**src/rtl/preamble_burst_controller.sv**
```systemverilog
`timescale 1ns/1ps
// Gates one burst of samples per long-preamble marker once a short-preamble sync has armed the search.
// The burst data path is a zero-latency AXI-stream pass-through; counters report bursts and sync timeouts.
module preamble_burst_controller #(
  parameter int WIDTH   = 32,
  parameter int TIMEOUT = 256,
  parameter int HOLDOFF = 64,
  parameter int LEN_W   = 16,
  parameter int CNT_W   = 16
) (
  input  logic             clk,
  input  logic             reset,
  input  logic             enable,
  input  logic [LEN_W-1:0] burst_len,
  input  logic             clear_counts,
  input  logic [WIDTH-1:0] i_tdata,
  input  logic             i_tsync,
  input  logic             i_tlast,
  input  logic             i_tvalid,
  output logic             i_tready,
  output logic [WIDTH-1:0] o_tdata,
  output logic             o_tlast,
  output logic             o_tvalid,
  input  logic             o_tready,
  output logic             o_busy,
  output logic [CNT_W-1:0] o_burst_count,
  output logic [CNT_W-1:0] o_timeout_count
);

  localparam int TMR_W = (TIMEOUT > 1) ? $clog2(TIMEOUT) : 1;
  localparam int HLD_W = (HOLDOFF > 1) ? $clog2(HOLDOFF) : 1;

  typedef enum logic [1:0] {S_IDLE, S_ARMED, S_BURST, S_HOLDOFF} state_e;

  // Where a finished burst goes: straight back to IDLE when no holdoff is configured.
  localparam state_e S_DONE = (HOLDOFF == 0) ? S_IDLE : S_HOLDOFF;

  state_e           state_q, state_d;
  logic [TMR_W-1:0] timer_q, timer_d;
  logic [LEN_W-1:0] remaining_q, remaining_d;
  logic [HLD_W-1:0] hold_q, hold_d;
  logic [CNT_W-1:0] burst_cnt_q, burst_cnt_d;
  logic [CNT_W-1:0] timeout_cnt_q, timeout_cnt_d;

  logic             beat;
  logic             burst_done;
  logic             timed_out;
  logic [LEN_W-1:0] len_eff;

  assign len_eff    = (burst_len == '0) ? LEN_W'(1) : burst_len;
  assign beat       = i_tvalid & i_tready;
  assign burst_done = beat & o_tlast;

  // NOTE: non-blocking assignments for every flop so all registers update from the same pre-edge values.
  always_ff @(posedge clk) begin
    if (reset) begin
      state_q       <= S_IDLE;
      timer_q       <= '0;
      remaining_q   <= '0;
      hold_q        <= '0;
      burst_cnt_q   <= '0;
      timeout_cnt_q <= '0;
    end else begin
      state_q       <= state_d;
      timer_q       <= timer_d;
      remaining_q   <= remaining_d;
      hold_q        <= hold_d;
      burst_cnt_q   <= burst_cnt_d;
      timeout_cnt_q <= timeout_cnt_d;
    end
  end

  // NOTE: every variable gets a default at the top so no path leaves it unassigned and infers a latch.
  always_comb begin
    state_d     = state_q;
    timer_d     = timer_q;
    remaining_d = remaining_q;
    hold_d      = hold_q;
    timed_out   = 1'b0;
    unique case (state_q)
      S_IDLE: begin
        if (beat && i_tsync && enable) begin
          state_d = S_ARMED;
          timer_d = '0;
        end
      end
      S_ARMED: begin
        if (!enable) begin
          state_d = S_IDLE;
        end else if (beat) begin
          if (i_tlast) begin
            remaining_d = len_eff - LEN_W'(1);
            hold_d      = '0;
            state_d     = (len_eff == LEN_W'(1)) ? S_DONE : S_BURST;
          end else if (i_tsync) begin
            timer_d = '0;
          end else if (timer_q == TMR_W'(TIMEOUT - 1)) begin
            timed_out = 1'b1;
            state_d   = S_IDLE;
          end else begin
            timer_d = timer_q + TMR_W'(1);
          end
        end
      end
      S_BURST: begin
        // enable is deliberately ignored here so a started burst always completes.
        if (beat) begin
          remaining_d = remaining_q - LEN_W'(1);
          if (remaining_q == LEN_W'(1)) begin
            hold_d  = '0;
            state_d = S_DONE;
          end
        end
      end
      S_HOLDOFF: begin
        if (!enable) begin
          state_d = S_IDLE;
        end else if (beat) begin
          if (hold_q == HLD_W'(HOLDOFF - 1)) state_d = S_IDLE;
          else                               hold_d  = hold_q + HLD_W'(1);
        end
      end
      default: state_d = S_IDLE;
    endcase
  end

  // Clear wins over a same-cycle increment; both counters stick at all-ones.
  always_comb begin
    burst_cnt_d   = burst_cnt_q;
    timeout_cnt_d = timeout_cnt_q;
    if (burst_done && !(&burst_cnt_q))  burst_cnt_d   = burst_cnt_q + CNT_W'(1);
    if (timed_out && !(&timeout_cnt_q)) timeout_cnt_d = timeout_cnt_q + CNT_W'(1);
    if (clear_counts) begin
      burst_cnt_d   = '0;
      timeout_cnt_d = '0;
    end
  end

  // Outside the marker beat and the burst, input is drained unconditionally and nothing is presented.
  always_comb begin
    i_tready = 1'b1;
    o_tvalid = 1'b0;
    o_tlast  = 1'b0;
    unique case (state_q)
      S_ARMED: begin
        if (enable && i_tlast) begin
          i_tready = o_tready;
          o_tvalid = i_tvalid;
          o_tlast  = (len_eff == LEN_W'(1));
        end
      end
      S_BURST: begin
        i_tready = o_tready;
        o_tvalid = i_tvalid;
        o_tlast  = (remaining_q == LEN_W'(1));
      end
      default: ;
    endcase
  end

  assign o_tdata         = i_tdata;
  assign o_busy          = (state_q != S_IDLE);
  assign o_burst_count   = burst_cnt_q;
  assign o_timeout_count = timeout_cnt_q;

endmodule

```
**config.mk**
```make
export PLATFORM = sky130hd
export DESIGN_NAME = preamble_burst_controller
export DESIGN_NICKNAME = d
export VERILOG_FILES = /design/src/rtl/preamble_burst_controller.sv
export SDC_FILE = /design/constraint.sdc
export NUM_CORES = 1
export LEC_CHECK = 0
export BUFFER_PORTS_ARGS = -buffer_cell sky130_fd_sc_hd__buf_2
export CAP_MARGIN = 25
export CORE_ASPECT_RATIO = 1.5
export CORE_UTILIZATION = 52
export DETAILED_ROUTE_END_ITERATION = 10
export PLACE_DENSITY = 0.8
export RECOVER_POWER = 50
export SYNTH_ARGS = -nofsm -noshare
export SYNTH_HDL_FRONTEND = slang
export SYNTH_SLANG_ARGS = --single-unit
```
**constraint.sdc**
```tcl
create_clock -name clk -period 3.5 [get_ports clk]
set_input_delay 0 -clock clk [delete_from_list [all_inputs] [get_ports clk]]
set_output_delay 0 -clock clk [all_outputs]
set_load 0.05 [all_outputs]
```
After elaboration in Yosys (flattened, before gate mapping). Index checks and enable logic that the tools add are counted.

Input bits: 56. Bits in registers: 64.

Equality and inequality tests: 23. $add $sub $neg: 6. Muxes and demuxes: 47. Reductions and logical operators: 20. Bitwise gates (word level): 2.

Operators by type and width (number): 2-to-1 mux 16 bit (5); 2-to-1 mux 6 bit (8); 2-to-1 mux 8 bit (6); adder 16 x 1 -> 16 bit (second input constant) (2); equality test 16 x 1 -> 1 bit (second input constant) (2); case mux 16 bit (2 select lines) (1); AND reduction 16 bit (2); subtractor 16 x 1 -> 16 bit (second input constant) (2); 2-to-1 mux 2 bit (11); != test 2 bit (second input constant) (10); case mux 6 bit (3 select lines) (1); zero test 16 bit (1); case mux 8 bit (2 select lines) (1); != test 3 bit (second input constant) (4); 2-to-1 mux 1 bit (10); AND reduction 9 bit (1); adder 8 x 1 -> 8 bit (second input constant) (1); equality test 8 bit (second input constant) (1); != test 4 bit (second input constant) (2); case mux 2 bit (4 select lines) (1); AND reduction 8 bit (1); adder 6 x 1 -> 6 bit (second input constant) (1); equality test 6 bit (second input constant) (1); case mux 1 bit (2 select lines) (3); 11 further kinds (20).

Depth between registers and ports, before layout. Gate-level depths: netlist of the first run.

Depth in word-level cells: 8. Depth in mapped cells: 13. Depth with buffers taken out: 11.

Worst setup path after synthesis of the first run. Ideal clock, no wire load.

Kind: input to register. Start: input port burst_len[8]. End: register burst_cnt_q[12], in the netlist o_burst_count[12]. Buffers on the path: 2. Stages: 13. Data required time: 3368 ps. Path slack: 594 ps. Data arrival time: 2774 ps. Cell sequence: or4_4 -> or4_4 -> nor3_1 -> a21oi_1 -> inv_1 -> ha_1 -> nand4_1 -> or4_4 -> a211o_1 -> buf_6 -> clkbuf_1 -> o21ai_0 -> a21oi_1.

Longest elaborated chain between the ends: 7.

Ends and longest elaborated chain: start: declaration (RTL line 14) `input logic [LEN_W-1:0] burst_len,`; zero test 16 bit (RTL line 50) `assign len_eff = (burst_len == '0) ? LEN_W'(1) : burst_len;`; 2-to-1 mux 16 bit (*) (RTL line 50); equality test 16 x 1 -> 1 bit (*) (RTL line 149) `o_tlast = (len_eff == LEN_W'(1));`; 2-to-1 mux 1 bit (*) (RTL line 146) `if (enable && i_tlast) begin`; case mux 1 bit (2 select lines) (*) (RTL line 144) `unique case (state_q)`; AND 1 bit (*) (RTL line 52) `assign burst_done = beat & o_tlast;`; logical AND 1 bit (*) (RTL line 131) `if (burst_done && !(&burst_cnt_q)) burst_cnt_d = burst_cnt_q + CNT_W'(1);`; end signal: assignment (RTL line 68) `burst_cnt_q <= burst_cnt_d;`; end: declaration (RTL line 42) `logic [CNT_W-1:0] burst_cnt_q, burst_cnt_d;`.

Every way passes the cells marked *; elsewhere a longest branch is shown, timed or not. A chain may end at the register's enable or synchronous reset.

Final worst setup path of the first run. Same ends and word-level chain as after synthesis.

==> impl_metrics.ini, run 1 <==
[synthesis]
postSynthNetCount = 628
synth-simple-area-share_pct = 30.8
post_synth_instance_area_sq_um = 4180
share_of_the_synthesized_area_in_compound_gates_ao_oa_aoi_oai_pct = 21.9
synthArstFlopShare_pct = 0
synth_top_family_by_area = simple AND/OR/NAND/NOR gates
synth.yosys.seq_area_share_pct = 30.7
synthXorXnorAreaFrac_pct = 3.14
synth-adder-area-share_pct = 3.59
syn_inst = 560
synth_seq_cells = 64
synth.distinct_cells = 58
synth.mux.area_fraction_pct = 0.749
yosys_most_used_dff = dfxtp_1
synth_area_per_cell_sq_um = 7.46
yosys_warnings = 0
synth_enable_flop_cells = 0

[worst_hold_path]
hold_path.startpoint = i_tdata[6]
hold_path_class = in2out

[setup_path]
worst_ep_arrival_time_ns = 3.30
cp-end-kind = flip-flop
timing.critical_path.fanout_max = 30
critical_path_class = in2reg
worstReg2RegStart = state_q[0]
setup.worst_path.start_class = input pin
critical_path.startpoint = burst_len[8]
worstPathRequired_ns = 3.75

[grt]
grt.total_usage_pct = 24.9
first_global_vias = 3840
globalRouteOverflowTotal = 0
grt_start_max_net_pins = 38
antenna_found_initial = 0
global_route_wire_length_before_repair_mm = 16.7

[drt]
route.detailed.wl_per_inst_um = 14.6
drc_errors = 0
firstDrtPassIters = 5
iter_0_drt_violations = 226
drtAntennaViolNets = 0
num_vias = 4182
drt-total-wl_mm = 10.1
average_vias_per_placed_instance = 6.06

[place]
dp_hpwl_mm = 7.03
pre_cts_ws_ns = 0.148
numPortBuffers = 59
last_weighted_congestion_value_of_the_routability_driven_placer = 0.843

[floorplanning]
start_util_pct = 54.2
fp-row-count = 39
core_region_area_sq_um = 7710
ios = 124
die_x_um = 75.2
total_die_area_sq_um = 8400
floorplan.die.height_um = 112

[power]
power_per_cell_area_nw_per_um2 = 432
irDropWorstVdd_mv = 0.327
cellLeakagePower_nw = 1.56

[sta]
grt_setup_unrepaired = false
final.min_clock_period_ns = 3.05
timing_hold_violations_final = 0
setup-violations-final = 0
total_negative_setup_slacks_ns = 0
fmaxAchievable_mhz = 328
maxSlewViolCount = 0
fin_crit_sh_pct = 87.2
timing_worst_slew_pin_value_ns = 0.676
timing.max_slew.rel_slack_pct = 54.5
skew_ns = 0.00660
timing.final.ws_setup_ns = 0.449

[layout]
final.fill_count = 722
final_common_cell = dfxtp_1
layout_common_cells = 64 x dfxtp_1, 61 x nand2_1, 52 x o21ai_0
multi_input_gate_area_in_the_final_layout_sq_um = 2510
nets_finish = 651
layout-area-overhead-vs-synth_pct = 10.6
antenna_cells_inserted = 0
post_route_cells_drive_above_1_share_pct = 10.2
final-seq-area_sq_um = 1280

[cts]
clock_latency_ns = 0.33
cts_tree = yes
cts.reportedPaths.clkPinSlew_ns = 0.06
cts_max_path_buffers = 2
post-cts-setup-buffers = 0
cts_root_buffer = clkbuf_16
tritoncts_num_sinks = 64
cts_inserted_buffers = 9
htree_levels = 3

[status]
status = complete, no violations

[job]
timing.max_cap.violations = 0
layout make-up:
class,count,area share [%]
Clock inverter,6,2.00
Multi-Input combinational cell,428,54.4
Inverter,12,0.975
Sequential cell,64,27.7
Tap cell,102,2.76
Clock buffer,10,5.17
Timing Repair Buffer,68,6.99
state kept, by name, summed over array words and instances (netlist names), named ones only:
register and flops:
o_timeout_count 16, remaining_q 16, timer_q 8, state_q 1
hold_q 6, o_burst_count 16
synthesized netlist by cell type, types with 3 or more instances:
| cell | instances | area share, % |
|---|---|---|
| a211oi_1 | 3 | 0.54 |
| inv_1 | 12 | 1.1 |
| ha_1 | 12 | 3.6 |
| o21ai_0 | 52 | 6.2 |
| a21oi_1 | 50 | 6.0 |
| o31a_1 | 3 | 0.63 |
| o22ai_1 | 6 | 0.90 |
| nand2_1 | 61 | 5.5 |
| a22oi_1 | 5 | 0.90 |
| and3_1 | 9 | 1.3 |
| nand3_1 | 29 | 3.5 |
| or2_2 | 4 | 0.60 |
| xor2_1 | 8 | 1.7 |
| and2_1 | 3 | 0.45 |
| or4_1 | 7 | 1.3 |
| nor3_1 | 16 | 1.9 |
| buf_4 | 32 | 5.8 |
| or3_1 | 25 | 3.7 |
| xnor2_1 | 7 | 1.5 |
| nor2b_1 | 5 | 0.75 |
| nand3b_1 | 4 | 0.72 |
| or4_4 | 3 | 0.81 |
| nand2b_1 | 10 | 1.5 |
| dfxtp_1 | 64 | 31 |
| o211a_1 | 3 | 0.72 |
| nor4_1 | 8 | 1.2 |
| nand4_1 | 13 | 1.9 |
| clkbuf_1 | 20 | 1.8 |
| o211ai_1 | 7 | 1.3 |
| nor2_1 | 39 | 3.5 |
critical path, stage by stage:
cell and delay, ns:
buf_2 0.13, or4_4 0.55, or4_4 0.44, nor3_1 0.21
a21oi_1 0.15, inv_1 0.07, ha_1 0.13, nand4_1 0.07
or4_4 0.47, a211o_1 0.29, buf_4 0.22, or3_1 0.37
a21oi_1 0.18
through the flow:
stage | utilization [%] | cell area (sq um) | cells | power [W] | hold WS, ns
floorplan | - | 4180 | 560 | 0.00105 | 0.167
global placement | 56.1 | 4320 | 673 | 0.00103 | 0.000341
detailed placement | 56.1 | 4320 | 673 | 0.00103 | 0.000341
CTS | 60.5 | 4660 | 690 | 0.00201 | 0.000341
global route | 59.9 | 4620 | 690 | 0.00207 | 0.000133
finish | 59.9 | 4620 | 690 | 0.00200 | 0.0000220
final timing paths:
path / end / slack (ns) / cells after the start
worst max-delay path: o_burst_count[12] / 0.45 / 13
worst min-delay path: o_tdata[6] / 0.00002 / 0
worst max register to register: o_burst_count[12] / 0.82 / 9
worst min register to register: timer_q[7] / 0.47 / 2
logic make-up after synthesis:
group / count (synthesis)
compound gates: 152
xor+xnor: 15
fa+ha+maj: 12
buf+inv: 68
flops: 64
mux: 3
simple gates: 246
routing by layer:
metal  vias to the layer above  wire length, um  track usage [%]
li1                       2068                -                -
met1                      1951             4230             28.8
met2                       140             5050             43.2
met3                        23              597             5.79
met4                         0              214             9.38
met5                         -                0                0
power by group:
| group | internal, W | switching [W] | total, W | leakage, nW |
|---|---|---|---|---|
| sequential | 0.000737 | 0.0000111 | 0.000748 | 0.516 |
| combinational | 0.0000939 | 0.000181 | 0.000275 | 0.894 |
| clock | 0.000644 | 0.000330 | 0.000975 | 0.155 |
what timing repair did:
item | CTS | global route
endpoints found under the setup margin | 0 | 0
hold buffers | 1 | 0
gates resized for setup | 0 | 0
endpoints found under the hold margin | 1 | 0
(Power assumes the default switching activity.)
==> run 2, diff against run 1 <==
- CORE_UTILIZATION: 52 -> 35
- PLACE_DENSITY: 0.8 -> not set
==> impl_metrics.ini, run 2 (synthesized netlist as in run 1, its figures left out) <==
[status]
status = complete, no violations

[sta]
timing.max_slew.rel_slack_pct = 35.3
skew_ns = 0.00655
fmaxAchievable_mhz = 324
fin_crit_sh_pct = 88.2
grt_setup_unrepaired = false
final.min_clock_period_ns = 3.09
timing_worst_slew_pin_value_ns = 0.964
maxSlewViolCount = 0
setup-violations-final = 0
total_negative_setup_slacks_ns = 0
timing_hold_violations_final = 0

[layout]
nets_finish = 651
layout_common_cells = 64 x dfxtp_1, 61 x nand2_1, 51 x o21ai_0
layout-area-overhead-vs-synth_pct = 11.8
final.fill_count = 1236
final_common_cell = dfxtp_1
antenna_cells_inserted = 0
post_route_cells_drive_above_1_share_pct = 10.0

[setup_path]
critical_path_depth = 13
gate_family_responsible_for_the_most_delay_along_the_worst_path = simple AND/OR/NAND/NOR gates
cp-end-kind = flip-flop
critical_path.n_buffers_inverters = 3
worstPathRequired_ns = 3.75
cp_common_cell = or4_4
ff2ff_path_depth = 8
critical-path-max-stage-delay_ns = 0.55
worst_ep_arrival_time_ns = 3.34
cp_cell_instances = buf_2, or4_4, or4_4, nor3_1, a21oi_1, inv_1, ha_1, nand4_1, or4_4, a211o_1, buf_12, or4_1, a21oi_1
setup.worst_path.start_class = input pin
critical_path_class = in2reg
timing.critical_path.fanout_max = 31
crit_slowest_cell = or4_4

[drt]
average_vias_per_placed_instance = 5.66
num_vias = 4175
drt-total-wl_mm = 10.6
drtAntennaViolNets = 0
route.detailed.wl_per_inst_um = 14.4
firstDrtPassIters = 4
drc_errors = 0
iter_0_drt_violations = 217

[cts]
cts_hold_buf = 1
htree_levels = 3
post_cts.resized_instances = 0
tritoncts_num_sinks = 64
post-cts-setup-buffers = 0
cts_tree = yes
cts.reportedPaths.clkPinSlew_ns = 0.05
cts_max_path_buffers = 2
clock_latency_ns = 0.33
cts_root_buffer = clkbuf_16
cts_inserted_buffers = 9

[power]
irDropWorstVdd_mv = 0.350
cellLeakagePower_nw = 1.56
power_per_cell_area_nw_per_um2 = 416
p_total_w = 0.00194

[floorplanning]
total_die_area_sq_um = 12400
die_x_um = 91.2
floorplan.die.height_um = 136
fp-row-count = 48
core_region_area_sq_um = 11600
ios = 124
start_util_pct = 36.0

[worst_hold_path]
hold_path_class = in2out
hold-path-cell-count = 0

[place]
numPortBuffers = 59
dp_hpwl_mm = 7.73
last_weighted_congestion_value_of_the_routability_driven_placer = 0.833

[grt]
grt_use_met3_pct = 3.24
grt.total_usage_pct = 18.0
grt_util_met2_pct = 31.2
antenna_found_initial = 0
grt_use_met1_pct = 20.9
grt.busiest_layer = met2
global_route_wire_length_before_repair_mm = 18.3
globalRouteOverflowTotal = 0
first_global_vias = 3950
grt_start_max_net_pins = 38

[job]
timing.max_cap.violations = 0
[run 2: changes by cell type in the layout (fill, tap and decap cells not counted), sizes merged]
cell      change
bufinv        -1
clkbuf        +2
clkinv        -2
clkinvlp      +1
[run 2: where the power goes]
part / leakage, nW / total, W / switching, W / internal [W]
Sequential: 0.516 / 0.000748 / 0.0000108 / 0.000737
Combinational: 0.900 / 0.000278 / 0.000184 / 0.0000949
Clock: 0.141 / 0.000918 / 0.000328 / 0.000590
Total: 1.56 / 0.00194 / 0.000522 / 0.00142
[run 2: area by class of cell]
type / instances / area (sq um) / area share [%]
tap: 150 / 188 / 4.02
multi-input combinational: 428 / 2510 / 53.8
clock buffer: 12 / 256 / 5.49
timing repair buffer: 68 / 335 / 7.18
inverter: 12 / 45.0 / 0.964
clock inverter: 4 / 52.6 / 1.13
sequential: 64 / 1280 / 27.4
[run 2: path summary, 6_finish.rpt]
kind                 from                 to  slack, ns
min           i_tdata[21]        o_tdata[21]    0.00001
max reg2reg    state_q[0]    remaining_q[14]       0.73
min reg2reg     hold_q[1]          hold_q[1]       0.47
max          burst_len[8]  o_burst_count[14]       0.41
[run 2: per-stage QoR]
stage	std cells	worst slack, ns	hold slack [ns]	area, sq um	utilization [%]
after global placement	721	0.187	0.000341	4390	37.9
after global routing	738	0.214	0.0000718	4670	40.3
final	738	0.414	0.0000140	4670	40.3
after CTS	738	0.432	0.000341	4710	40.7
after floorplan	560	0.594	0.167	4180	-
after detailed placement	721	0.0674	0.000341	4390	37.9
[run 2: worst register-to-register path: stages, from the launching register on]
cell and delay, ns:
dfxtp_1 0.42, inv_1 0.10, ha_1 0.40, nand4b_1 0.20, o211a_1 0.28, o21ai_1 0.56, nor2_1 0.23, a222oi_1 0.38
nor2_1 0.07
[run 2: metal layers]
layer,routed length (um),vias up,share of wire [%]
met1,4680,1969,44
met2,5210,114,49
li1,-,2073,-
met5,0,-,0
met4,229,0,2.2
met3,526,19,4.9
==> run 3, diff against run 2 <==
- CORE_UTILIZATION: 35 -> 30
- SETUP_SLACK_MARGIN: not set -> 0.15
==> impl_metrics.ini, run 3 (synthesized netlist as in run 1, its figures left out) <==
[status]
status = complete, but fails checks
failed_checks = DRC

[cts]
post-cts-setup-buffers = 0
htree_levels = 3
cts_max_path_buffers = 2
cts_inserted_buffers = 9
clock_latency_ns = 0.33
cts_root_buffer = clkbuf_16
tritoncts_num_sinks = 64
cts.reportedPaths.clkPinSlew_ns = 0.05
cts_tree = yes
post_cts.resized_instances = 0

[sta]
timing_hold_violations_final = 0
fin_crit_sh_pct = 85.3
final.min_clock_period_ns = 2.99
grt_setup_unrepaired = false
total_negative_setup_slacks_ns = 0
timing.max_slew.rel_slack_pct = 33.9
skew_ns = 0.00779
timing_worst_slew_pin_value_ns = 0.984
maxSlewViolCount = 0
fmaxAchievable_mhz = 335
setup-violations-final = 0

[grt]
grt.total_usage_pct = 15.7
grt_start_max_net_pins = 37
antenna_found_initial = 0
global_route_wire_length_before_repair_mm = 18.6
globalRouteOverflowTotal = 0
first_global_vias = 3913

[setup_path]
critical_path.n_buffers_inverters = 3
gate_family_responsible_for_the_most_delay_along_the_worst_path = simple AND/OR/NAND/NOR gates
ff2ff_path_depth = 7
cp_cell_instances = buf_2, or4_4, or4_4, nor3_1, a21oi_1, inv_1, ha_1, nand4_1, or4_4, a211o_1, buf_12, or4_1, a21oi_1
critical-path-max-stage-delay_ns = 0.55
setup.worst_path.start_class = input pin
cp_common_cell = or4_4
cp-end-kind = flip-flop
critical_path_depth = 13
worstPathRequired_ns = 3.76
critical_path_class = in2reg
timing.critical_path.fanout_max = 31
worst_ep_arrival_time_ns = 3.24
crit_slowest_cell = or4_4

[floorplanning]
core_region_area_sq_um = 13500
total_die_area_sq_um = 14400
floorplan.die.height_um = 147
die_x_um = 98.4
fp-row-count = 52
start_util_pct = 30.9
ios = 124

[worst_hold_path]
hold-path-cell-count = 0
hold_path_class = in2out

[power]
power.switching_fraction_pct = 26.0
cellLeakagePower_nw = 1.57
irDropWorstVdd_mv = 0.182
register_share_of_total_power_pct = 37.8
clock_power_share_pct = 48.0
combPwrFrac_pct = 14.2
p_total_w = 0.00198
switchingPower_w = 0.000516
internal_power_w = 0.00146
power_per_cell_area_nw_per_um2 = 422

[drt]
num_vias = 4176
route.detailed.wl_per_inst_um = 14.8
drt-total-wl_mm = 11.1
iter_0_drt_violations = 237
average_vias_per_placed_instance = 5.58
firstDrtPassIters = 10
drc_errors = 10
drtAntennaViolNets = 0

[place]
last_weighted_congestion_value_of_the_routability_driven_placer = 0.851
dp_hpwl_mm = 7.98
numPortBuffers = 59

[layout]
nets_finish = 652
post_route_cells_drive_above_1_share_pct = 10.1
layout-area-overhead-vs-synth_pct = 12.3
final.fill_count = 1445
final-seq-area_sq_um = 1280
multi_input_gate_area_in_the_final_layout_sq_um = 2510
antenna_cells_inserted = 0
layout_common_cells = 64 x dfxtp_1, 61 x nand2_1, 51 x o21ai_0
final_common_cell = dfxtp_1

[job]
timing.max_cap.violations = 0
## run 3: changes by cell type in the layout (fill, tap and decap cells not counted), sizes merged
cell / change
clkbuf: -2
clkinv: +2
bufinv: +1
clkinvlp: -3
buf: +1
## run 3: power groups by stage
stage	Clock, W	Sequential (W)	Combinational, W
floorplan	0	0.000761	0.000290
global placement	0	0.000763	0.000271
global route	0.00101	0.000749	0.000310
finish	0.000950	0.000748	0.000282
CTS	0.000980	0.000748	0.000279
detailed placement	0	0.000764	0.000276
## run 3: layer usage
metal	global-route usage (%)	vias up	part of all wire, %
met5	0	-	0
met4	8.06	0	3.0
met3	3.06	24	5.4
met2	26.5	142	48
met1	18.8	1939	43
li1	-	2071	-
## run 3: final cells by class
class | instances | share of cell area [%]
Clock buffer | 10 | 5.09
Clock inverter | 4 | 1.49
Inverter | 12 | 0.960
Multi-Input combinational cell | 428 | 53.5
Sequential cell | 64 | 27.3
Tap cell | 162 | 4.32
Timing Repair Buffer | 69 | 7.30
## run 3: through the flow
stage	cell area, sq um	utilization, %	cells	worst slack [ns]	hold slack [ns]
6_report	4690	34.7	749	0.515	0.0000193
5_1_grt	4690	34.7	749	0.260	0.0000719
4_1_cts	4740	35.0	749	0.522	0.000341
3_5_place_dp	4420	32.6	734	0.176	0.000341
3_3_place_gp	4420	32.6	734	0.224	0.000341
2_1_floorplan	4180	-	560	0.594	0.167
## run 3: final timing paths
path                       endpoint  slack [ns]    startpoint
setup / recovery  o_burst_count[14]        0.51  burst_len[8]
hold / removal           o_tdata[8]     0.00002    i_tdata[8]
setup reg to reg    remaining_q[11]        0.66    state_q[0]
hold reg to reg           hold_q[1]        0.48     hold_q[1]
## run 3: timing repair
action	CTS	global route
hold buffers	1	0
hold endpoints to repair	1	0
setup endpoints to repair	0	0
